### src/rtl/mips_load_store_unit_if.sv
// Request/response and data-memory bus of the MIPS load/store unit.
// The slave modport is the unit itself; master is the core plus memory side.
interface mips_load_store_unit_if;
  logic        req_valid;
  logic        req_ready;
  logic [2:0]  req_op;
  logic [31:0] req_addr;
  logic [31:0] req_wdata;
  logic        resp_valid;
  logic        resp_ready;
  logic [31:0] resp_rdata;
  logic        resp_err;
  logic [31:0] mem_address;
  logic        mem_wr_en;
  logic        mem_read_en;
  logic [3:0]  mem_byte_en;
  logic [31:0] mem_wr_data;
  logic [31:0] mem_rd_data;

  modport slave (
    input  req_valid, req_op, req_addr, req_wdata, resp_ready, mem_rd_data,
    output req_ready, resp_valid, resp_rdata, resp_err,
           mem_address, mem_wr_en, mem_read_en, mem_byte_en, mem_wr_data
  );

  modport master (
    output req_valid, req_op, req_addr, req_wdata, resp_ready, mem_rd_data,
    input  req_ready, resp_valid, resp_rdata, resp_err,
           mem_address, mem_wr_en, mem_read_en, mem_byte_en, mem_wr_data
  );
endinterface

### src/rtl/mips_load_store_unit.sv
// MIPS load/store unit: one request in flight, store lane steering, load extraction with
// sign/zero extension, and rejection of misaligned or out-of-range accesses before memory.
module mips_load_store_unit #(
  parameter int unsigned MEM_BYTES = 4096
) (
  input  logic                  clk,
  input  logic                  rst_n,
  mips_load_store_unit_if.slave bus
);

  localparam logic [2:0] OP_LB  = 3'd0;
  localparam logic [2:0] OP_LBU = 3'd1;
  localparam logic [2:0] OP_LH  = 3'd2;
  localparam logic [2:0] OP_LHU = 3'd3;
  localparam logic [2:0] OP_LW  = 3'd4;
  localparam logic [2:0] OP_SB  = 3'd5;
  localparam logic [2:0] OP_SH  = 3'd6;
  localparam logic [2:0] OP_SW  = 3'd7;

  typedef enum logic [1:0] {IDLE, ACCESS, LOAD_DATA, RESP} state_e;

  state_e      state_q, state_d;
  logic [2:0]  op_q, op_d;
  logic [1:0]  boff_q, boff_d;
  logic [31:0] maddr_q, maddr_d;
  logic [31:0] wdata_q, wdata_d;
  logic [31:0] rdata_q, rdata_d;
  logic        err_q, err_d;

  function automatic logic [2:0] op_size(input logic [2:0] op);
    case (op)
      OP_LB, OP_LBU, OP_SB: return 3'd1;
      OP_LH, OP_LHU, OP_SH: return 3'd2;
      OP_LW, OP_SW:         return 3'd4;
      default:              return 3'd4;
    endcase
  endfunction

  function automatic logic is_store(input logic [2:0] op);
    return op >= OP_SB;
  endfunction

  // Last byte computed in 33 bits so addresses near 2^32 cannot wrap back in range.
  function automatic logic access_err(input logic [2:0] op, input logic [31:0] addr);
    logic [2:0]  sz;
    logic [32:0] last;
    logic        misal;
    sz    = op_size(op);
    last  = {1'b0, addr} + {30'd0, sz} - 33'd1;
    misal = ((sz == 3'd2) && addr[0]) || ((sz == 3'd4) && (addr[1:0] != 2'b00));
    return misal || (last >= 33'(MEM_BYTES));
  endfunction

  function automatic logic [3:0] store_be(input logic [2:0] op, input logic [1:0] b);
    case (op_size(op))
      3'd1:    return 4'b0001 << b;
      3'd2:    return 4'b0011 << b;
      default: return 4'b1111;
    endcase
  endfunction

  // Lane k carries the byte destined for mem_address+k; wdata is right-justified big-endian.
  function automatic logic [31:0] store_data(input logic [2:0] op, input logic [1:0] b,
                                             input logic [31:0] wd);
    logic [31:0] d;
    d = '0;
    case (op_size(op))
      3'd1: d[{b, 3'b000} +: 8] = wd[7:0];
      3'd2: begin
        d[{b, 3'b000} +: 8]         = wd[15:8];
        d[{b | 2'b01, 3'b000} +: 8] = wd[7:0];
      end
      default: d = {wd[7:0], wd[15:8], wd[23:16], wd[31:24]};
    endcase
    return d;
  endfunction

  // Read data is big-endian: byte k of the word sits at bit offset 8*(3-k).
  function automatic logic [31:0] load_extract(input logic [2:0] op, input logic [1:0] b,
                                               input logic [31:0] rd);
    logic signed [7:0]  by;
    logic signed [15:0] hw;
    by = rd[{~b, 3'b000} +: 8];
    hw = {by, rd[{~(b | 2'b01), 3'b000} +: 8]};
    case (op)
      OP_LB:   return 32'(by);
      OP_LBU:  return {24'd0, by};
      OP_LH:   return 32'(hw);
      OP_LHU:  return {16'd0, hw};
      default: return rd;
    endcase
  endfunction

  always_ff @(posedge clk or negedge rst_n) begin
    if (!rst_n) begin
      state_q <= IDLE;
      op_q    <= '0;
      boff_q  <= '0;
      maddr_q <= '0;
      wdata_q <= '0;
      rdata_q <= '0;
      err_q   <= 1'b0;
    end else begin
      state_q <= state_d;
      op_q    <= op_d;
      boff_q  <= boff_d;
      maddr_q <= maddr_d;
      wdata_q <= wdata_d;
      rdata_q <= rdata_d;
      err_q   <= err_d;
    end
  end

  always_comb begin
    state_d = state_q;
    op_d    = op_q;
    boff_d  = boff_q;
    maddr_d = maddr_q;
    wdata_d = wdata_q;
    rdata_d = rdata_q;
    err_d   = err_q;
    unique case (state_q)
      IDLE: begin
        if (bus.req_valid) begin
          op_d    = bus.req_op;
          boff_d  = bus.req_addr[1:0];
          wdata_d = bus.req_wdata;
          rdata_d = '0;
          err_d   = access_err(bus.req_op, bus.req_addr);
          // A rejected request never reaches memory, so the bus address keeps its old value.
          if (!err_d) maddr_d = {bus.req_addr[31:2], 2'b00};
          state_d = err_d ? RESP : ACCESS;
        end
      end
      ACCESS:    state_d = is_store(op_q) ? RESP : LOAD_DATA;
      LOAD_DATA: begin
        rdata_d = load_extract(op_q, boff_q, bus.mem_rd_data);
        state_d = RESP;
      end
      RESP:      if (bus.resp_ready) state_d = IDLE;
      default:   state_d = IDLE;
    endcase
  end

  // Strobes decode straight from the state register so an async reset drops them at once.
  always_comb begin
    bus.req_ready   = (state_q == IDLE);
    bus.resp_valid  = (state_q == RESP);
    bus.resp_rdata  = rdata_q;
    bus.resp_err    = err_q;
    bus.mem_address = maddr_q;
    bus.mem_wr_en   = 1'b0;
    bus.mem_read_en = 1'b0;
    bus.mem_byte_en = 4'b0000;
    bus.mem_wr_data = '0;
    if (state_q == ACCESS) begin
      if (is_store(op_q)) begin
        bus.mem_wr_en   = 1'b1;
        bus.mem_byte_en = store_be(op_q, boff_q);
        bus.mem_wr_data = store_data(op_q, boff_q, wdata_q);
      end else begin
        bus.mem_read_en = 1'b1;
        bus.mem_byte_en = 4'b1111;
      end
    end
  end

endmodule

### src/flat_wrapper.sv
// flat-port wrapper written by rule: the top's interface ports become plain ports
module mips_load_store_unit_flat 
#(
  parameter int unsigned MEM_BYTES = 4096
)
  (clk, rst_n, bus_req_valid, bus_req_op, bus_req_addr, bus_req_wdata, bus_resp_ready, bus_mem_rd_data, bus_req_ready, bus_resp_valid, bus_resp_rdata, bus_resp_err, bus_mem_address, bus_mem_wr_en, bus_mem_read_en, bus_mem_byte_en, bus_mem_wr_data);
  mips_load_store_unit_if bus_i ();
  input  logic clk;
  input  logic rst_n;
  input wire logic [$bits(bus_i.req_valid)-1:0] bus_req_valid;
  input wire logic [$bits(bus_i.req_op)-1:0] bus_req_op;
  input wire logic [$bits(bus_i.req_addr)-1:0] bus_req_addr;
  input wire logic [$bits(bus_i.req_wdata)-1:0] bus_req_wdata;
  input wire logic [$bits(bus_i.resp_ready)-1:0] bus_resp_ready;
  input wire logic [$bits(bus_i.mem_rd_data)-1:0] bus_mem_rd_data;
  output wire logic [$bits(bus_i.req_ready)-1:0] bus_req_ready;
  output wire logic [$bits(bus_i.resp_valid)-1:0] bus_resp_valid;
  output wire logic [$bits(bus_i.resp_rdata)-1:0] bus_resp_rdata;
  output wire logic [$bits(bus_i.resp_err)-1:0] bus_resp_err;
  output wire logic [$bits(bus_i.mem_address)-1:0] bus_mem_address;
  output wire logic [$bits(bus_i.mem_wr_en)-1:0] bus_mem_wr_en;
  output wire logic [$bits(bus_i.mem_read_en)-1:0] bus_mem_read_en;
  output wire logic [$bits(bus_i.mem_byte_en)-1:0] bus_mem_byte_en;
  output wire logic [$bits(bus_i.mem_wr_data)-1:0] bus_mem_wr_data;
  assign bus_i.req_valid = bus_req_valid;
  assign bus_i.req_op = bus_req_op;
  assign bus_i.req_addr = bus_req_addr;
  assign bus_i.req_wdata = bus_req_wdata;
  assign bus_i.resp_ready = bus_resp_ready;
  assign bus_i.mem_rd_data = bus_mem_rd_data;
  assign bus_req_ready = bus_i.req_ready;
  assign bus_resp_valid = bus_i.resp_valid;
  assign bus_resp_rdata = bus_i.resp_rdata;
  assign bus_resp_err = bus_i.resp_err;
  assign bus_mem_address = bus_i.mem_address;
  assign bus_mem_wr_en = bus_i.mem_wr_en;
  assign bus_mem_read_en = bus_i.mem_read_en;
  assign bus_mem_byte_en = bus_i.mem_byte_en;
  assign bus_mem_wr_data = bus_i.mem_wr_data;
  mips_load_store_unit #(.MEM_BYTES(MEM_BYTES)) u_core (.clk(clk), .rst_n(rst_n), .bus(bus_i));
endmodule
### config.mk
export PLATFORM = sky130hd
export DESIGN_NAME = mips_load_store_unit_flat
export DESIGN_NICKNAME = d
export VERILOG_FILES = /design/src/rtl/mips_load_store_unit_if.sv /design/src/rtl/mips_load_store_unit.sv /design/src/flat_wrapper.sv
export SDC_FILE = /design/constraint.sdc
export NUM_CORES = 1
export LEC_CHECK = 0
export CAP_MARGIN = 20
export CORE_MARGIN = 2
export CORE_UTILIZATION = 50
export CTS_BUF_LIST = sky130_fd_sc_hd__clkbuf_8
export CTS_CLUSTER_DIAMETER = 60
export DETAILED_ROUTE_END_ITERATION = 6
export HOLD_SLACK_MARGIN = 0.02
export PLACE_DENSITY = 0.89
export SLEW_MARGIN = 20
export SYNTH_ARGS = -nofsm -noshare
export SYNTH_HDL_FRONTEND = slang
export SYNTH_SLANG_ARGS = --single-unit
export TNS_END_PERCENT = 5
### constraint.sdc
create_clock -name clk -period 4.36 [get_ports clk]
set_clock_uncertainty 0.1 [all_clocks]
set_input_delay 0.872 -clock clk [delete_from_list [all_inputs] [get_ports clk]]
set_output_delay 0.872 -clock clk [all_outputs]
set_load 0.02 [all_outputs]
==> impl_metrics.ini <==
[place]
dp.cells = 1406
hpwl_um = 20400
gp_congestion = 1.01
portBuffers = 205

[synthesis]
synthCells = 875
ys_warn_count = 0
synth-simple-area-share = 0.157
synth_edf_count = 0
syn_area_mm2 = 0.00789
ys_seq_elements = 102
ys_seq_area_frac = 0.324
avgSynthCellArea_um2 = 9.02
synth_xor_area_frac = 0.0167
yosys.area_share.adder = 0.0803
synth_compound_area_frac = 0.233
ys_types = 79
async_reset_ff_frac = 1.00
synth_top_family_by_area = compound AO/OA/AOI/OAI gates
ys_dominant_reg_cell = dfrtp_1
muxShareOfSynthArea = 0.133

[setup_path]
r2r_start = u_core.op_q[0]
crit_start = bus_req_op[0]
worst-setup-path-type = in2reg
cp.required_ns = 4.54
reg2reg_slack_ns = 1.62
crit_path_end_kind = flop
worstPathArrival_ns = 4.59
ff2ff_path_depth = 8
crit-reg2reg-capture = u_core.bus.resp_rdata[13]
crit_fanout = 6
cp-start-kind = primary input

[finish]
layoutNonFillerInstCount = 1447
areaGrowthSynthToFinish_pct = 52.7
final_cell_mix = clkdlybuf4s50_1 (196), buf_4 (168), dfrtp_1 (101), nor2_1 (92), nand2_1 (75)
drive_gt1_frac = 0.274
final_net_count = 1383
final_util = 0.787
layout_commonest_cell = clkdlybuf4s50_1

[global_routing]
antenna_found_initial = 1
track_usage = 0.324
grt-ovfl-total = 0
grt_pass1_vias = 8453
grt_pass1_wl_um = 43000
grt_max_degree = 61

[pwr]
total_leakage_power_nw = 5.32
max-vdd-ir-drop_mv = 0.298
power_density_mw_per_mm2 = 466

[route]
dr.pass1.iters = 7
vias = 8927
drc_errors = 5
drt-vias-per-instance = 6.17
routed_wl_um = 29400
first_iter_violations = 1239
ant_nets = 0
wl_per_cell_um = 20.3

[timing]
rsz0062_at_grt = yes
relSlewSlack = 0.376
fin_crit_sh = 1.01
min_period_ns = 4.40
tightest_slew_ns = 0.928
holdWs_ns = 0.342
max_freq_mhz = 227
hold_viol_final = 0
slew_viol_final = 0
timing.setup.tns_ns = -0.476
setup_slack_ns = -0.0432
setup_violations = 30

[cts]
cts_root_buf = clkbuf_8
clk_pin_slew_worst_paths_ns = 0.12
hold_buffers = 0
worstSkewPairLatency_ns = 0.40
clock_sinks = 102
cts_max_level = 3
numCtsBuffers = 9
cts_tree = done
clockBufferDepth = 2

[floorplan]
core_mm2 = 0.0153
die_w_um = 130
dieHeight_um = 130
rows = 45
start_util = 0.515
ios = 208
die_area_mm2 = 0.0168

[flow_run]
maxCapViolCount = 0

[hold_path]
worstHoldPathType = in2async

[status]
status = finished with violations
violations = DRC, setup timing
==> cell type report <==
type / instances / area [µm²]
clock buffer: 9 / 124
clock inverter: 7 / 87.6
multi-input combinational: 674 / 5260
timing repair buffer: 385 / 3530
inverter: 58 / 223
tap: 211 / 264
antenna: 1 / 2.50
fill: 1022 / 3270
sequential: 102 / 2550
==> state kept, by name, summed over array words and instances, names as in the netlist <==
| register | count |
|---|---|
| u_core.boff_q | 2 |
| u_core.bus.mem_address | 30 |
| u_core.bus.resp_err | 1 |
| u_core.bus.resp_rdata | 32 |
| u_core.op_q | 3 |
| u_core.state_q | 2 |
| u_core.wdata_q | 32 |
==> worst max-delay path by stage <==
stage	endpoint	slack (ns)	depth (start not counted)
5_1_grt	u_core.bus.mem_address[18]	-0.13	20
6_report	u_core.bus.mem_address[18]	-0.04	20
2_1_floorplan	u_core.bus.mem_address[10]	0.008	16
3_5_place_dp	u_core.bus.mem_address[16]	-0.88	19
4_1_cts	bus_mem_wr_data[13]	0.004	9
3_3_place_gp	u_core.bus.mem_address[19]	-0.77	18
==> cells by family (layout without fill, tap and decap cells) <==
logic type,count (synthesis),in the layout
fa+ha+maj,50,50
xor+xnor,15,15
flops,102,102
mux,75,75
buf+inv,100,459
simple gates,262,262
compound gates,270,270
other cells,1,3
==> worst max-delay path: stages <==
cell	delay, ns
buf_8	0.10
buf_6	0.11
ha_4	0.16
a21oi_2	0.17
ha_2	0.22
inv_2	0.05
ha_4	0.17
buf_6	0.12
a211oi_4	0.29
o211ai_1	0.19
buf_4	0.20
a21o_1	0.22
a21oi_2	0.21
xor2_1	0.21
nand2_1	0.09
a31o_4	0.22
nor4_4	0.33
buf_6	0.18
buf_12	0.14
mux2_4	0.31
==> cell usage after synthesis, types with 9 or more instances <==
library cell,instances,area (µm²)
nor3_1,12,60.1
ha_1,49,613
nand2_1,77,289
a21o_1,14,105
o211ai_1,10,75.1
inv_1,58,218
a211oi_1,10,75.1
mux2_2,35,394
nor4_1,12,75.1
a22oi_1,34,255
mux2_4,31,465
o21a_1,11,82.6
a22o_1,9,78.8
o21ai_0,57,285
clkbuf_1,24,90.1
a21oi_1,52,260
a222oi_1,16,160
nor2_1,93,349
nand3_1,10,50.1
dfrtp_1,102,2550
nand4_1,15,93.8
==> through the flow <==
stage / cell area, µm² / setup WS, ns / total power [mW]
after global placement: 11200 / -0.771 / 4.58
after global routing: 12000 / -0.131 / 5.94
after CTS: 11800 / 0.00404 / 5.44
final: 12000 / -0.0432 / 5.61
after detailed placement: 11200 / -0.884 / 4.72
after floorplan: 7930 / 0.00840 / 3.43
==> power by group <==
part | internal (mW) | switching, mW | leakage (nW)
sequential | 1.27 | 0.279 | 1.30
clock | 0.281 | 0.400 | 0.109
combinational | 1.53 | 1.85 | 3.91
total | 3.08 | 2.53 | 5.32
==> timing repair <==
action / in CTS / in global routing
resized for setup: 41 / 55
buffers inserted: 16 / 7
gates cloned: 3 / 0
pin swaps: 28 / 34
setup endpoints to repair: 40 / 57
==> metal layers <==
layer | vias to the layer above | global-route usage | share of wire
met5 | - | 0 | 0
met2 | 609 | 0.561 | 0.48
met3 | 160 | 0.0512 | 0.087
met1 | 4204 | 0.405 | 0.38
met4 | 0 | 0.130 | 0.056
li1 | 3954 | - | -
(Power assumes the default switching activity.)
